### src/rtl/rv32_pkg.sv
// Shared RV32I pipeline definitions: widths, ALU codes and EX-stage bundles.
package rv32_pkg;

  localparam int unsigned XLEN      = 32;
  localparam int unsigned RADDR_W   = 5;
  localparam int unsigned ALUCNTL_W = 4;
  localparam int unsigned FUNCT_W   = 3;

  localparam logic [ALUCNTL_W-1:0] ALU_AND = 4'b0000;
  localparam logic [ALUCNTL_W-1:0] ALU_OR  = 4'b0001;
  localparam logic [ALUCNTL_W-1:0] ALU_XOR = 4'b0010;
  localparam logic [ALUCNTL_W-1:0] ALU_SLL = 4'b0011;
  localparam logic [ALUCNTL_W-1:0] ALU_SRL = 4'b0100;
  localparam logic [ALUCNTL_W-1:0] ALU_SRA = 4'b0101;
  localparam logic [ALUCNTL_W-1:0] ALU_ADD = 4'b0110;
  localparam logic [ALUCNTL_W-1:0] ALU_SUB = 4'b0111;

  localparam logic [FUNCT_W-1:0] FUNCT_SLT = 3'b010;

  // Control fields held in the ID/EX register.
  typedef struct packed {
    logic                 valid;
    logic [RADDR_W-1:0]   rd;
    logic                 reg_write;
    logic                 mem_read;
    logic                 mem_write;
    logic                 alu_src;
    logic                 alu_pc;
    logic [ALUCNTL_W-1:0] alucntl;
    logic [FUNCT_W-1:0]   funct;
  } ex_ctrl_t;

  // Data fields held in the ID/EX register.
  typedef struct packed {
    logic [XLEN-1:0]    pc;
    logic [RADDR_W-1:0] rs1_addr;
    logic [RADDR_W-1:0] rs2_addr;
    logic [XLEN-1:0]    rs1_data;
    logic [XLEN-1:0]    rs2_data;
    logic [XLEN-1:0]    imm;
  } ex_data_t;

  // A bubble is an ADD of nothing into x0 that never commits.
  localparam ex_ctrl_t BUBBLE_CTRL = '{
    valid:     1'b0,
    rd:        '0,
    reg_write: 1'b0,
    mem_read:  1'b0,
    mem_write: 1'b0,
    alu_src:   1'b0,
    alu_pc:    1'b0,
    alucntl:   ALU_ADD,
    funct:     '0
  };

endpackage

### src/rtl/id_ex_stage_if.sv
// ID/EX stage bundle: ID fields, pipeline control, forwarding sources, EX outputs.
interface id_ex_stage_if;
  import rv32_pkg::*;

  logic                 id_valid;
  logic [XLEN-1:0]      id_pc;
  logic [RADDR_W-1:0]   id_rs1_addr;
  logic [RADDR_W-1:0]   id_rs2_addr;
  logic [RADDR_W-1:0]   id_rd_addr;
  logic                 id_uses_rs1;
  logic                 id_uses_rs2;
  logic [XLEN-1:0]      id_rs1_data;
  logic [XLEN-1:0]      id_rs2_data;
  logic [XLEN-1:0]      id_imm;
  logic                 id_alu_src;
  logic                 id_alu_pc;
  logic [ALUCNTL_W-1:0] id_alucntl;
  logic [FUNCT_W-1:0]   id_funct;
  logic                 id_reg_write;
  logic                 id_mem_read;
  logic                 id_mem_write;
  logic                 pipe_hold;
  logic                 ex_flush;
  logic [RADDR_W-1:0]   exmem_rd;
  logic                 exmem_reg_write;
  logic [XLEN-1:0]      exmem_result;
  logic [RADDR_W-1:0]   memwb_rd;
  logic                 memwb_reg_write;
  logic [XLEN-1:0]      memwb_result;

  logic                 id_stall;
  logic                 ex_valid;
  logic [XLEN-1:0]      ex_op1;
  logic [XLEN-1:0]      ex_op2;
  logic [ALUCNTL_W-1:0] ex_alucntl;
  logic [FUNCT_W-1:0]   ex_funct;
  logic [XLEN-1:0]      ex_store_data;
  logic [XLEN-1:0]      ex_pc;
  logic [RADDR_W-1:0]   ex_rd;
  logic                 ex_reg_write;
  logic                 ex_mem_read;
  logic                 ex_mem_write;

  modport master (
    output id_valid, id_pc, id_rs1_addr, id_rs2_addr, id_rd_addr,
           id_uses_rs1, id_uses_rs2, id_rs1_data, id_rs2_data, id_imm,
           id_alu_src, id_alu_pc, id_alucntl, id_funct,
           id_reg_write, id_mem_read, id_mem_write,
           pipe_hold, ex_flush,
           exmem_rd, exmem_reg_write, exmem_result,
           memwb_rd, memwb_reg_write, memwb_result,
    input  id_stall, ex_valid, ex_op1, ex_op2, ex_alucntl, ex_funct,
           ex_store_data, ex_pc, ex_rd, ex_reg_write, ex_mem_read, ex_mem_write
  );

  modport slave (
    input  id_valid, id_pc, id_rs1_addr, id_rs2_addr, id_rd_addr,
           id_uses_rs1, id_uses_rs2, id_rs1_data, id_rs2_data, id_imm,
           id_alu_src, id_alu_pc, id_alucntl, id_funct,
           id_reg_write, id_mem_read, id_mem_write,
           pipe_hold, ex_flush,
           exmem_rd, exmem_reg_write, exmem_result,
           memwb_rd, memwb_reg_write, memwb_result,
    output id_stall, ex_valid, ex_op1, ex_op2, ex_alucntl, ex_funct,
           ex_store_data, ex_pc, ex_rd, ex_reg_write, ex_mem_read, ex_mem_write
  );

endinterface

### src/rtl/id_ex_stage_fwd_unit.sv
// Per-operand RAW forwarding mux; EX/MEM beats MEM/WB and x0 is never forwarded.
module fwd_unit
  import rv32_pkg::*;
(
  input  logic [RADDR_W-1:0] rs_addr_i,
  input  logic [XLEN-1:0]    rs_data_i,
  input  logic [RADDR_W-1:0] exmem_rd_i,
  input  logic               exmem_reg_write_i,
  input  logic [XLEN-1:0]    exmem_result_i,
  input  logic [RADDR_W-1:0] memwb_rd_i,
  input  logic               memwb_reg_write_i,
  input  logic [XLEN-1:0]    memwb_result_i,
  output logic [XLEN-1:0]    fwd_data_c_o
);

  // Pick the youngest in-flight producer of rs, else the stored register value.
  always_comb begin
    fwd_data_c_o = rs_data_i;
    if (exmem_reg_write_i && (exmem_rd_i != '0) && (exmem_rd_i == rs_addr_i)) begin
      fwd_data_c_o = exmem_result_i;
    end else if (memwb_reg_write_i && (memwb_rd_i != '0) && (memwb_rd_i == rs_addr_i)) begin
      fwd_data_c_o = memwb_result_i;
    end
  end

endmodule

### src/rtl/id_ex_stage.sv
// ID/EX pipeline register with load-use stall detection and operand forwarding.
module id_ex_stage
  import rv32_pkg::*;
(
  input  logic        clk,
  input  logic        rst,
  id_ex_stage_if.slave bus
);

  ex_ctrl_t        ctrl_q, ctrl_d;
  ex_data_t        data_q, data_d;
  logic            load_use_c;
  logic [XLEN-1:0] fwd_rs1_c;
  logic [XLEN-1:0] fwd_rs2_c;

  // Load in EX whose destination is read by the instruction in ID.
  always_comb begin
    load_use_c = 1'b0;
    if (ctrl_q.valid && ctrl_q.mem_read && (ctrl_q.rd != '0) && bus.id_valid) begin
      load_use_c = (bus.id_uses_rs1 && (bus.id_rs1_addr == ctrl_q.rd)) ||
                   (bus.id_uses_rs2 && (bus.id_rs2_addr == ctrl_q.rd));
    end
  end

  // Next-state select: flush > hold > load-use bubble > capture ID.
  always_comb begin
    ctrl_d = ctrl_q;
    data_d = data_q;
    if (bus.ex_flush) begin
      ctrl_d = BUBBLE_CTRL;
      data_d = '0;
    end else if (bus.pipe_hold) begin
      ctrl_d = ctrl_q;
      data_d = data_q;
    end else if (load_use_c) begin
      ctrl_d = BUBBLE_CTRL;
      data_d = '0;
    end else begin
      ctrl_d.valid     = bus.id_valid;
      ctrl_d.rd        = bus.id_rd_addr;
      ctrl_d.reg_write = bus.id_reg_write;
      ctrl_d.mem_read  = bus.id_mem_read;
      ctrl_d.mem_write = bus.id_mem_write;
      ctrl_d.alu_src   = bus.id_alu_src;
      ctrl_d.alu_pc    = bus.id_alu_pc;
      ctrl_d.alucntl   = bus.id_alucntl;
      ctrl_d.funct     = bus.id_funct;
      data_d.pc        = bus.id_pc;
      data_d.rs1_addr  = bus.id_rs1_addr;
      data_d.rs2_addr  = bus.id_rs2_addr;
      data_d.rs1_data  = bus.id_rs1_data;
      data_d.rs2_data  = bus.id_rs2_data;
      data_d.imm       = bus.id_imm;
    end
  end

  // ID/EX register; reset clears every field, including ALU control.
  always_ff @(posedge clk or posedge rst) begin
    if (rst) begin
      ctrl_q <= '0;
      data_q <= '0;
    end else begin
      ctrl_q <= ctrl_d;
      data_q <= data_d;
    end
  end

  fwd_unit u_fwd_rs1 (
    .rs_addr_i         (data_q.rs1_addr),
    .rs_data_i         (data_q.rs1_data),
    .exmem_rd_i        (bus.exmem_rd),
    .exmem_reg_write_i (bus.exmem_reg_write),
    .exmem_result_i    (bus.exmem_result),
    .memwb_rd_i        (bus.memwb_rd),
    .memwb_reg_write_i (bus.memwb_reg_write),
    .memwb_result_i    (bus.memwb_result),
    .fwd_data_c_o      (fwd_rs1_c)
  );

  fwd_unit u_fwd_rs2 (
    .rs_addr_i         (data_q.rs2_addr),
    .rs_data_i         (data_q.rs2_data),
    .exmem_rd_i        (bus.exmem_rd),
    .exmem_reg_write_i (bus.exmem_reg_write),
    .exmem_result_i    (bus.exmem_result),
    .memwb_rd_i        (bus.memwb_rd),
    .memwb_reg_write_i (bus.memwb_reg_write),
    .memwb_result_i    (bus.memwb_result),
    .fwd_data_c_o      (fwd_rs2_c)
  );

  // EX-side outputs: operand muxes after forwarding, control straight from the register.
  assign bus.id_stall      = load_use_c;
  assign bus.ex_valid      = ctrl_q.valid;
  assign bus.ex_op1        = ctrl_q.alu_pc  ? data_q.pc  : fwd_rs1_c;
  assign bus.ex_op2        = ctrl_q.alu_src ? data_q.imm : fwd_rs2_c;
  assign bus.ex_store_data = fwd_rs2_c;
  assign bus.ex_alucntl    = ctrl_q.alucntl;
  assign bus.ex_funct      = ctrl_q.funct;
  assign bus.ex_pc         = data_q.pc;
  assign bus.ex_rd         = ctrl_q.rd;
  assign bus.ex_reg_write  = ctrl_q.reg_write;
  assign bus.ex_mem_read   = ctrl_q.mem_read;
  assign bus.ex_mem_write  = ctrl_q.mem_write;

endmodule

### src/flat_wrapper.sv
// flat-port wrapper written by rule: the top's interface ports become plain ports
module id_ex_stage_flat import rv32_pkg::*;
  (clk, rst, bus_id_valid, bus_id_pc, bus_id_rs1_addr, bus_id_rs2_addr, bus_id_rd_addr, bus_id_uses_rs1, bus_id_uses_rs2, bus_id_rs1_data, bus_id_rs2_data, bus_id_imm, bus_id_alu_src, bus_id_alu_pc, bus_id_alucntl, bus_id_funct, bus_id_reg_write, bus_id_mem_read, bus_id_mem_write, bus_pipe_hold, bus_ex_flush, bus_exmem_rd, bus_exmem_reg_write, bus_exmem_result, bus_memwb_rd, bus_memwb_reg_write, bus_memwb_result, bus_id_stall, bus_ex_valid, bus_ex_op1, bus_ex_op2, bus_ex_alucntl, bus_ex_funct, bus_ex_store_data, bus_ex_pc, bus_ex_rd, bus_ex_reg_write, bus_ex_mem_read, bus_ex_mem_write);
  id_ex_stage_if bus_i ();
  input  logic clk;
  input  logic rst;
  input wire logic [$bits(bus_i.id_valid)-1:0] bus_id_valid;
  input wire logic [$bits(bus_i.id_pc)-1:0] bus_id_pc;
  input wire logic [$bits(bus_i.id_rs1_addr)-1:0] bus_id_rs1_addr;
  input wire logic [$bits(bus_i.id_rs2_addr)-1:0] bus_id_rs2_addr;
  input wire logic [$bits(bus_i.id_rd_addr)-1:0] bus_id_rd_addr;
  input wire logic [$bits(bus_i.id_uses_rs1)-1:0] bus_id_uses_rs1;
  input wire logic [$bits(bus_i.id_uses_rs2)-1:0] bus_id_uses_rs2;
  input wire logic [$bits(bus_i.id_rs1_data)-1:0] bus_id_rs1_data;
  input wire logic [$bits(bus_i.id_rs2_data)-1:0] bus_id_rs2_data;
  input wire logic [$bits(bus_i.id_imm)-1:0] bus_id_imm;
  input wire logic [$bits(bus_i.id_alu_src)-1:0] bus_id_alu_src;
  input wire logic [$bits(bus_i.id_alu_pc)-1:0] bus_id_alu_pc;
  input wire logic [$bits(bus_i.id_alucntl)-1:0] bus_id_alucntl;
  input wire logic [$bits(bus_i.id_funct)-1:0] bus_id_funct;
  input wire logic [$bits(bus_i.id_reg_write)-1:0] bus_id_reg_write;
  input wire logic [$bits(bus_i.id_mem_read)-1:0] bus_id_mem_read;
  input wire logic [$bits(bus_i.id_mem_write)-1:0] bus_id_mem_write;
  input wire logic [$bits(bus_i.pipe_hold)-1:0] bus_pipe_hold;
  input wire logic [$bits(bus_i.ex_flush)-1:0] bus_ex_flush;
  input wire logic [$bits(bus_i.exmem_rd)-1:0] bus_exmem_rd;
  input wire logic [$bits(bus_i.exmem_reg_write)-1:0] bus_exmem_reg_write;
  input wire logic [$bits(bus_i.exmem_result)-1:0] bus_exmem_result;
  input wire logic [$bits(bus_i.memwb_rd)-1:0] bus_memwb_rd;
  input wire logic [$bits(bus_i.memwb_reg_write)-1:0] bus_memwb_reg_write;
  input wire logic [$bits(bus_i.memwb_result)-1:0] bus_memwb_result;
  output wire logic [$bits(bus_i.id_stall)-1:0] bus_id_stall;
  output wire logic [$bits(bus_i.ex_valid)-1:0] bus_ex_valid;
  output wire logic [$bits(bus_i.ex_op1)-1:0] bus_ex_op1;
  output wire logic [$bits(bus_i.ex_op2)-1:0] bus_ex_op2;
  output wire logic [$bits(bus_i.ex_alucntl)-1:0] bus_ex_alucntl;
  output wire logic [$bits(bus_i.ex_funct)-1:0] bus_ex_funct;
  output wire logic [$bits(bus_i.ex_store_data)-1:0] bus_ex_store_data;
  output wire logic [$bits(bus_i.ex_pc)-1:0] bus_ex_pc;
  output wire logic [$bits(bus_i.ex_rd)-1:0] bus_ex_rd;
  output wire logic [$bits(bus_i.ex_reg_write)-1:0] bus_ex_reg_write;
  output wire logic [$bits(bus_i.ex_mem_read)-1:0] bus_ex_mem_read;
  output wire logic [$bits(bus_i.ex_mem_write)-1:0] bus_ex_mem_write;
  assign bus_i.id_valid = bus_id_valid;
  assign bus_i.id_pc = bus_id_pc;
  assign bus_i.id_rs1_addr = bus_id_rs1_addr;
  assign bus_i.id_rs2_addr = bus_id_rs2_addr;
  assign bus_i.id_rd_addr = bus_id_rd_addr;
  assign bus_i.id_uses_rs1 = bus_id_uses_rs1;
  assign bus_i.id_uses_rs2 = bus_id_uses_rs2;
  assign bus_i.id_rs1_data = bus_id_rs1_data;
  assign bus_i.id_rs2_data = bus_id_rs2_data;
  assign bus_i.id_imm = bus_id_imm;
  assign bus_i.id_alu_src = bus_id_alu_src;
  assign bus_i.id_alu_pc = bus_id_alu_pc;
  assign bus_i.id_alucntl = bus_id_alucntl;
  assign bus_i.id_funct = bus_id_funct;
  assign bus_i.id_reg_write = bus_id_reg_write;
  assign bus_i.id_mem_read = bus_id_mem_read;
  assign bus_i.id_mem_write = bus_id_mem_write;
  assign bus_i.pipe_hold = bus_pipe_hold;
  assign bus_i.ex_flush = bus_ex_flush;
  assign bus_i.exmem_rd = bus_exmem_rd;
  assign bus_i.exmem_reg_write = bus_exmem_reg_write;
  assign bus_i.exmem_result = bus_exmem_result;
  assign bus_i.memwb_rd = bus_memwb_rd;
  assign bus_i.memwb_reg_write = bus_memwb_reg_write;
  assign bus_i.memwb_result = bus_memwb_result;
  assign bus_id_stall = bus_i.id_stall;
  assign bus_ex_valid = bus_i.ex_valid;
  assign bus_ex_op1 = bus_i.ex_op1;
  assign bus_ex_op2 = bus_i.ex_op2;
  assign bus_ex_alucntl = bus_i.ex_alucntl;
  assign bus_ex_funct = bus_i.ex_funct;
  assign bus_ex_store_data = bus_i.ex_store_data;
  assign bus_ex_pc = bus_i.ex_pc;
  assign bus_ex_rd = bus_i.ex_rd;
  assign bus_ex_reg_write = bus_i.ex_reg_write;
  assign bus_ex_mem_read = bus_i.ex_mem_read;
  assign bus_ex_mem_write = bus_i.ex_mem_write;
  id_ex_stage u_core (.clk(clk), .rst(rst), .bus(bus_i));
endmodule
### config.mk
export PLATFORM = sky130hd
export DESIGN_NAME = id_ex_stage_flat
export DESIGN_NICKNAME = d
export VERILOG_FILES = /design/src/rtl/rv32_pkg.sv /design/src/rtl/id_ex_stage_if.sv /design/src/rtl/id_ex_stage_fwd_unit.sv /design/src/rtl/id_ex_stage.sv /design/src/flat_wrapper.sv
export SDC_FILE = /design/constraint.sdc
export NUM_CORES = 1
export LEC_CHECK = 0
export ABC_AREA = 1
export BUFFER_PORTS_ARGS = -buffer_cell sky130_fd_sc_hd__buf_2
export CAP_MARGIN = 30
export CORE_AREA = 5 5 145 147
export CTS_CLUSTER_DIAMETER = 60
export CTS_CLUSTER_SIZE = 20
export DETAILED_ROUTE_END_ITERATION = 7
export DIE_AREA = 0 0 150 152
export GPL_ROUTABILITY_DRIVEN = 0
export PLACE_DENSITY = 0.89
export SLEW_MARGIN = 20
export SYNTH_ARGS = -nofsm -noshare
export SYNTH_HDL_FRONTEND = slang
export SYNTH_SLANG_ARGS = --single-unit
### constraint.sdc
create_clock -name clk -period 13.4 [get_ports clk]
set_clock_uncertainty 0.05 [all_clocks]
set_input_delay 1.34 -clock clk [delete_from_list [all_inputs] [get_ports clk]]
set_output_delay 1.34 -clock clk [all_outputs]
set_load 0.01 [all_outputs]
==> results of run 1 <==
## routing by layer
metal  wire length [µm]  vias to the layer above
li1                   -                     4951
met1              12800                     4951
met2              18700                      607
met3               3490                      113
met4               1800                       10
met5                 54                        -
## kinds of logic (layout without fill, tap and decap cells)
family | after synthesis | in the layout | share of synthesized area [%]
other cells | 0 | 2 | 0
simple gates | 961 | 961 | 44.2
xor+xnor | 23 | 23 | 2.07
compound gates | 40 | 40 | 2.93
buf+inv | 191 | 479 | 10.6
flops | 156 | 156 | 40.1
## per-stage QoR
step           setup slack, ps  util, %  power [mW]  area [µm²]  hold slack [ps]
2_1_floorplan             7800        -       0.665        9730              399
3_3_place_gp              7970     56.9       0.767       11200              408
3_5_place_dp              8130     57.2       0.774       11300              414
4_1_cts                   8130     60.0        1.24       11900              431
5_1_grt                   7870     60.3        1.29       11900              441
6_report                  8090     60.3        1.24       11900              430
## registers in the layout, indices dropped and copies added (netlist names)
register and cells:
u_core.bus.ex_mem_write 1, u_core.bus.ex_rd 5, u_core.bus.ex_valid 1, u_core.bus.ex_funct 3
u_core.bus.ex_pc 32, u_core.ctrl_q 2, u_core.bus.ex_reg_write 1, u_core.bus.ex_mem_read 1
u_core.data_q 106, u_core.bus.ex_alucntl 4
## placed cells by master, fill, tap and decap left out, drive strengths merged
cell type / synthesis / layout
a21oi: 3 / 3
and2: 32 / 32
buf: 107 / 400
clkbuf: 37 / 19
clkinv: 0 / 5
clkinvlp: 0 / 2
dfrtp: 156 / 156
diode: 0 / 2
inv: 47 / 53
nand2: 551 / 551
nand3: 286 / 286
nand3b: 34 / 34
nand4: 35 / 35
nor2: 19 / 19
nor3: 4 / 4
o21ai: 4 / 4
o21bai: 32 / 32
o22ai: 1 / 1
xnor2: 11 / 11
xor2: 12 / 12
## worst register-to-register path, stage by stage (launching register included)
cell and delay (ps):
dfrtp_1 470, nor3_1 210, nand3_1 110, nand4_1 80
inv_1 60, nand2_4 530, buf_4 830, nand3_1 330
nand2_1 120
## cell type report
| cell class | count | area (µm²) | area share (%) |
|---|---|---|---|
| inverter | 47 | 181 | 1.52 |
| tap | 270 | 338 | 2.83 |
| timing repair buffer | 400 | 2130 | 17.8 |
| clock buffer | 19 | 453 | 3.80 |
| clock inverter | 13 | 104 | 0.871 |
| antenna | 2 | 5.00 | 0.0420 |
| sequential | 156 | 3910 | 32.7 |
| multi-input combinational | 1024 | 4820 | 40.4 |
## worst max-delay path by stage
stage,end,cells past startpoint
final,bus_ex_op1[7],12
after global routing,bus_ex_op1[7],11
after CTS,bus_ex_op1[2],12
after detailed placement,bus_ex_op1[2],12
after global placement,bus_ex_op1[22],10
after floorplan,u_core.bus.ex_alucntl[0],1
## power by group
part	switching, mW	internal [mW]
logic	0.154	0.0960
registers	0.0212	0.497
clock network	0.216	0.251
total	0.391	0.844
## synth_stat cells, drive strengths merged
cell type / count
and2: 32
xnor2: 11
clkbuf: 37
dfrtp: 156
o21bai: 32
nor2: 19
nand3: 286
inv: 47
nand4: 35
buf: 107
nand3b: 34
xor2: 12
a21oi: 3
nand2: 551
nor3: 4
o21ai: 4
o22ai: 1
==> flow_summary.yaml, run 1 <==
run_status:
  status: "complete, no violations"
sta:
  rsz0062_at_grt: "no"
  fmax_ghz: 0.188
  hold_viol: 0
  slew_violations: 0
  finalCriticalPeriod_ps: 5310
  setup-tns-final_ps: 0
  fin_crit_sh_pct: 39.6
  maxSlewHeadroom_pct: 37.8
  finalSetupViolations: 0
  tightest_slew_ps: 933
route:
  drt_iter0_markers: 753
  routed_wirelength_um: 36900
  first_pass_iters: 7
  wire_per_inst_um: 19.1
  ant_nets: 0
  via_per_inst: 5.51
  num_vias: 10600
  drc: 0
global_route:
  use_met3_pct: 7.75
  grt_pass1_wl_um: 56200
  met1_usage_pct: 35.4
  track_usage_pct: 31.4
  grt_max_degree: 94
  overflow: 0
  grt_use_met2_pct: 55.1
  grt_pass1_vias: 10400
  grt_antenna_before_repair: 6
  grt_busiest_layer: "met2"
worst_setup_path:
  cpMostUsedCell: "nand2_1"
  r2r_cells: 8
  cp.required_ps: 12010
  worst-r2r-setup-slack_ps: 10530
  critical_path_buf_inv_count: 3
  startpoint: "bus_memwb_rd[2]"
  cpLargestDelayFamily: "simple AND/OR/NAND/NOR gates"
  cp-start-kind: "input pin"
  cp_slowest_stage_delay_ps: 670
  worstPathCellList: "buf_2 -> nor2_1 -> nand3b_1 -> nand2_1 -> nor2_4 -> nand2_1 -> buf_16 -> nand2_1 -> nand3_1 -> nand2_1 -> nand2_1 -> buf_2"
  cp_max_fo: 33
  crit_type: "input pin to primary output"
  r2r-end: "u_core.ctrl_q[7]"
  critPathSlowestCell: "nor2_4"
  critPathArrivalTime_ps: 3920
  cp-end-kind: "primary output"
  r2r_start: "u_core.bus.ex_rd[3]"
cts:
  cts_setup_buffers: 0
  clk-insertion-delay-late_ps: 410
  postCtsHoldBufs: 0
  cts_tree: "built"
  postCtsResizedCells: 0
  htreeDepth: 4
  cts_buffers: 17
  path_clk_slew_ps: 70
  ctsLongestPathBuffers: 2
  root_buffer: "clkbuf_16"
  clock-sinks: 156
synthesis:
  synth_cell_types: 28
  netlist_instances: 1371
  ys_seq_elements: 156
  ys_seq_area_share_pct: 40.1
  syn_nets: 1609
  netlist_area_um2: 9730
  synth_top_area_share_pct: 40.1
  ys_top_cells_by_area: "dfrtp_1, nand2_1, nand3_1"
  yosysTopAreaCell: "dfrtp_1"
  syn_avg_cell_area_um2: 7.10
  yosysWarnings: 0
die:
  die_w_um: 150
  core-area_um2: 19800
  rows: 52
  die_y_um: 152
  dieArea_um2: 22800
  ios: 383
  start_util_pct: 49.2
hold_path:
  hold_depth: 2
  min_path_type: "flip-flop to flip-flop"
  min_to: "u_core.bus.ex_funct[0]"
  hp-start: "u_core.bus.ex_funct[0]"
cells_and_area:
  layout.cells.non_filler: 1931
  drive_gt1_share_pct: 27.1
  fillers: 1852
  final_nets: 1884
  area_delta_synth_final_pct: 22.6
run:
  maxCapViolCount: 0
power:
  p_per_area_nw_per_um2: 104
  peakVddDrop_v: 0.0000748
  leakage_nw: 6.92
place:
  dp_hpwl_um: 27200
  dp_cells: 1895
  port_buffers: 382
No activity file was read; power rests on OpenSTA's default activity.
==> inputs of run 2 (changes only) <==
CORE_AREA = not set   (was 5 5 145 147)
CORE_ASPECT_RATIO = 1.1   (was not set)
CORE_MARGIN = 5   (was not set)
CORE_UTILIZATION = 45   (was not set)
DIE_AREA = not set   (was 0 0 150 152)
PLACE_DENSITY = 0.85   (was 0.89)
clock period = 4.3 ns   (was 13.4 ns; I/O delays follow)
==> flow_summary.yaml, run 2 (synthesis gave the netlist of run 1 again) <==
place:
  dp_slack_ps: 1210
  dpl_cell_area_um2: 11400
  dp_hpwl_um: 28300
  dp_cells: 1916
  port_buffers: 382
cts:
  cts_setup_buffers: 0
  clock-sinks: 156
  clk-insertion-delay-late_ps: 420
  path_clk_slew_ps: 80
  root_buffer: "clkbuf_16"
  ctsLongestPathBuffers: 2
  cts_buffers: 17
  htreeDepth: 4
  cts_tree: "built"
  postCtsHoldBufs: 0
  postCtsResizedCells: 0
cells_and_area:
  area_delta_synth_final_pct: 23.6
  final_cell_mix: "nand2_1, buf_2, nand3_1"
  layout.cells.non_filler: 1954
  final_nets: 1884
  final_common_cell: "nand2_1"
  largest_register: "u_core.data_q"
  largest_reg_flops: 106
  finalInstanceArea_um2: 12000
  utilization_pct: 56.5
  drive_gt1_share_pct: 27.1
sta:
  finalCriticalPeriod_ps: 3410
  finalWorstSetupSlack_ps: 890
  worst_hold_slack_ps: 40.5
  rsz0062_at_grt: "no"
  tightest_slew_ps: 973
  slew_violations: 0
  fmax_ghz: 0.293
  finalSetupViolations: 0
  hold_viol: 0
  maxSlewHeadroom_pct: 35.1
  fin_crit_sh_pct: 79.3
  setup-tns-final_ps: 0
route:
  num_vias: 10700
  routed_wirelength_um: 38100
  drc: 0
  wire_per_inst_um: 19.5
  via_per_inst: 5.45
  first_pass_iters: 5
  drt_iter0_markers: 814
  ant_nets: 0
worst_setup_path:
  cp.required_ps: 3820
  cp_max_fo: 33
  worst-r2r-setup-slack_ps: 2020
  cp-end-kind: "primary output"
  cpLargestDelayFamily: "simple AND/OR/NAND/NOR gates"
  worstPathCellList: "xor2_1 -> nor2_2 -> buf_4 -> nand3b_1 -> buf_4 -> nand3_1 -> nand3_1 -> nand2_1 -> buf_2"
  cp-start-kind: "flip-flop"
  cp_slowest_stage_delay_ps: 540
  critPathArrivalTime_ps: 2930
  critical_path_buf_inv_count: 3
  critPathSlowestCell: "nand3b_1"
  crit_type: "flip-flop to primary output"
run:
  maxCapViolCount: 0
global_route:
  track_usage_pct: 30.4
  overflow: 0
  grt_antenna_before_repair: 10
  grt_pass1_wl_um: 57700
  grt_max_degree: 158
  grt_pass1_vias: 10600
power:
  peakVddDrop_v: 0.000240
  power.net_switching_mw: 1.24
  switching_share_pct: 31.4
  p_per_area_nw_per_um2: 329
  combPwrFrac_pct: 20.1
  power_mw: 3.95
  leakage_nw: 6.92
  intPower_mw: 2.71
  seq_power_share_pct: 40.8
  power_frac_clock_pct: 39.1
die:
  rows: 56
  die_w_um: 150
  start_util_pct: 45.7
  die_y_um: 164
  ios: 383
  core-area_um2: 21300
  dieArea_um2: 24700
run_status:
  status: "complete, no violations"
hold_path:
  min_path_type: "input pin to asynchronous set/reset pin"
run 2: changes by cell type in the layout (fill, tap and decap cells not counted), moves of 2 or more:
cell      change
diode_2       +3
nor2_2        -2
buf_12        +2
clkinv_2      -2
buf_4         -2
inv_6         -3
nor2_4        +2
run 2: worst reg2reg max path: cells and delay by family (launching register included):
family,cells,cell delay (ps)
XOR/XNOR,1,190
AND/OR/NAND/NOR,6,1440
flip-flops,1,460
run 2: area by class of cell:
class                      count  area [µm²]
fill                        2035        9270
timing repair buffer         400        2140
antenna                        5        12.5
clock buffer                  20         467
tap                          290         363
sequential                   156        3910
inverter                      47         180
multi-input combinational   1024        4830
clock inverter                12         126
run 2: path summary, 6_finish.rpt:
kind,to,cells past startpoint,from
worst min-delay path,u_core.bus.ex_pc[30],2,rst
worst max-delay path,bus_ex_op2[25],9,u_core.data_q[98]
worst max register to register,u_core.data_q[34],7,u_core.bus.ex_rd[4]
worst min register to register,u_core.bus.ex_funct[0],2,u_core.bus.ex_funct[0]
min in group clk,u_core.bus.ex_pc[27],3,bus_id_pc[27]
max in group asynchronous,u_core.data_q[85],3,rst
run 2: per-layer routing:
metal | vias up | GRT usage [%] | wire, µm
li1 | 4959 | - | -
met1 | 4893 | 34.0 | 13400
met2 | 642 | 52.0 | 18700
met3 | 147 | 8.06 | 3700
met4 | 14 | 17.6 | 2320
met5 | - | 0 | 89
run 2: power by group through the flow:
stage / logic [mW] / clock network (mW) / registers, mW
floorplan: 0.453 / 0 / 1.62
global route: 0.869 / 1.63 / 1.62
global placement: 0.766 / 0 / 1.64
detailed placement: 0.789 / 0 / 1.64
CTS: 0.791 / 1.56 / 1.61
finish: 0.793 / 1.54 / 1.61
==> inputs of run 3 (changes only) <==
CORE_UTILIZATION = 50   (was 45)
PLACE_DENSITY = 0.89   (was 0.85)
clock period = 3.25 ns   (was 4.3 ns; I/O delays follow)
==> flow_summary.yaml, run 3 (synthesis gave the netlist of run 1 again) <==
route:
  wl_met2_um: 19300
  first_pass_iters: 6
  dr_wl_met3_um: 4070
  routed_wirelength_um: 38700
  drc: 0
  highest_layer: "met5"
  num_vias: 10900
  wl_met1_um: 13300
  wire_per_inst_um: 20.2
  via_per_inst: 5.72
  ant_nets: 0
  drt_iter0_markers: 1095
worst_setup_path:
  cp-start-kind: "flip-flop"
  critPathArrivalTime_ps: 2660
  crit_type: "flip-flop to primary output"
  cp_max_fo: 12
  cp-end-kind: "primary output"
  cp.required_ps: 2870
run:
  maxCapViolCount: 0
power:
  leakage_nw: 6.95
  power_mw: 5.17
  p_per_area_nw_per_um2: 431
  power_frac_clock_pct: 38.3
  peakVddDrop_v: 0.000340
  intPower_mw: 3.54
  combPwrFrac_pct: 20.3
  seq_power_share_pct: 41.4
  switching_share_pct: 31.5
  power.net_switching_mw: 1.63
sta:
  hold_viol: 0
  setup-tns-final_ps: 0
  tightest_slew_ps: 843
  maxSlewHeadroom_pct: 43.8
  finalWorstSetupSlack_ps: 214
  rsz0062_at_grt: "no"
  fin_crit_sh_pct: 93.4
  slew_violations: 0
  finalSetupViolations: 0
  finalCriticalPeriod_ps: 3040
  fmax_ghz: 0.329
cts:
  clk-insertion-delay-late_ps: 430
  postCtsHoldBufs: 1
  cts_buffers: 17
  postCtsResizedCells: 0
  cts_tree: "built"
  cts_setup_buffers: 0
  htreeDepth: 4
  path_clk_slew_ps: 70
  root_buffer: "clkbuf_16"
  ctsLongestPathBuffers: 2
  clock-sinks: 156
cells_and_area:
  fillers: 1665
  utilization_pct: 62.7
  final_cell_mix: "nand2_1, buf_2, nand3_1"
  layout.cells.non_filler: 1915
  largest_register: "u_core.data_q"
  final_nets: 1891
  largest_reg_flops: 106
  drive_gt1_share_pct: 27.3
  final_common_cell: "nand2_1"
  area_delta_synth_final_pct: 23.1
die:
  core-area_um2: 19100
  dieArea_um2: 22300
  die_w_um: 143
  rows: 53
  start_util_pct: 50.9
  die_y_um: 156
  ios: 383
global_route:
  grt_pass1_wl_um: 58600
  grt_pass1_vias: 10700
  grt_max_degree: 155
  overflow: 0
  grt_antenna_before_repair: 12
  track_usage_pct: 33.7
place:
  port_buffers: 382
  dp_slack_ps: 817
  dp_cells: 1879
  dp_hpwl_um: 27900
hold_path:
  min_path_type: "input pin to flip-flop"
run_status:
  status: "complete, no violations"
run 3: power groups by stage:
| stage | clock (mW) | sequential, mW | combinational [mW] |
|---|---|---|---|
| after CTS | 1.99 | 2.13 | 1.04 |
| after floorplan | 0 | 2.14 | 0.600 |
| after detailed placement | 0 | 2.17 | 1.03 |
| after global routing | 2.10 | 2.15 | 1.14 |
| after global placement | 0 | 2.16 | 1.01 |
| final | 1.98 | 2.14 | 1.05 |
run 3: area by class of cell:
| class | count | area, µm² | share of cell area (%) |
|---|---|---|---|
| Tap cell | 247 | 309 | 2.58 |
| Inverter | 47 | 180 | 1.50 |
| Sequential cell | 156 | 3910 | 32.6 |
| Antenna cell | 2 | 5.00 | 0.0418 |
| Clock inverter | 14 | 135 | 1.13 |
| Timing Repair Buffer | 407 | 2180 | 18.2 |
| Clock buffer | 18 | 439 | 3.67 |
| Multi-Input combinational cell | 1024 | 4820 | 40.2 |
run 3: metrics by stage:
step	hold slack [ps]	cell area (µm²)
after global placement	410	11400
after global routing	51.3	12000
after detailed placement	413	11400
final	61.9	12000
after floorplan	399	9730
after CTS	48.7	11900
run 3: path summary, 6_finish.rpt:
path	to	slack, ps	start	cells past startpoint
setup / recovery	bus_ex_op2[5]	210	u_core.data_q[97]	9
hold / removal	u_core.bus.ex_pc[30]	60	bus_id_pc[30]	3
setup reg to reg	u_core.data_q[35]	1060	u_core.bus.ex_rd[3]	8
hold reg to reg	u_core.data_q[42]	430	u_core.data_q[42]	2
max in group asynchronous	u_core.data_q[47]	2100	rst	5
min in group asynchronous	u_core.data_q[98]	470	rst	4
run 3: layer usage:
layer	vias up	global-route usage, %
li1	4963	-
met1	5110	37.9
met2	709	58.0
met3	147	9.75
met4	20	17.1
met5	-	0
run 3: critical path, stage by stage, from the launching register on:
cell	delay (ps)
dfrtp_1	450
xnor2_1	220
nand2_1	140
nor2_1	110
nand3b_1	410
buf_4	360
nand3_1	120
nand3_1	160
nand2_1	130
buf_2	130
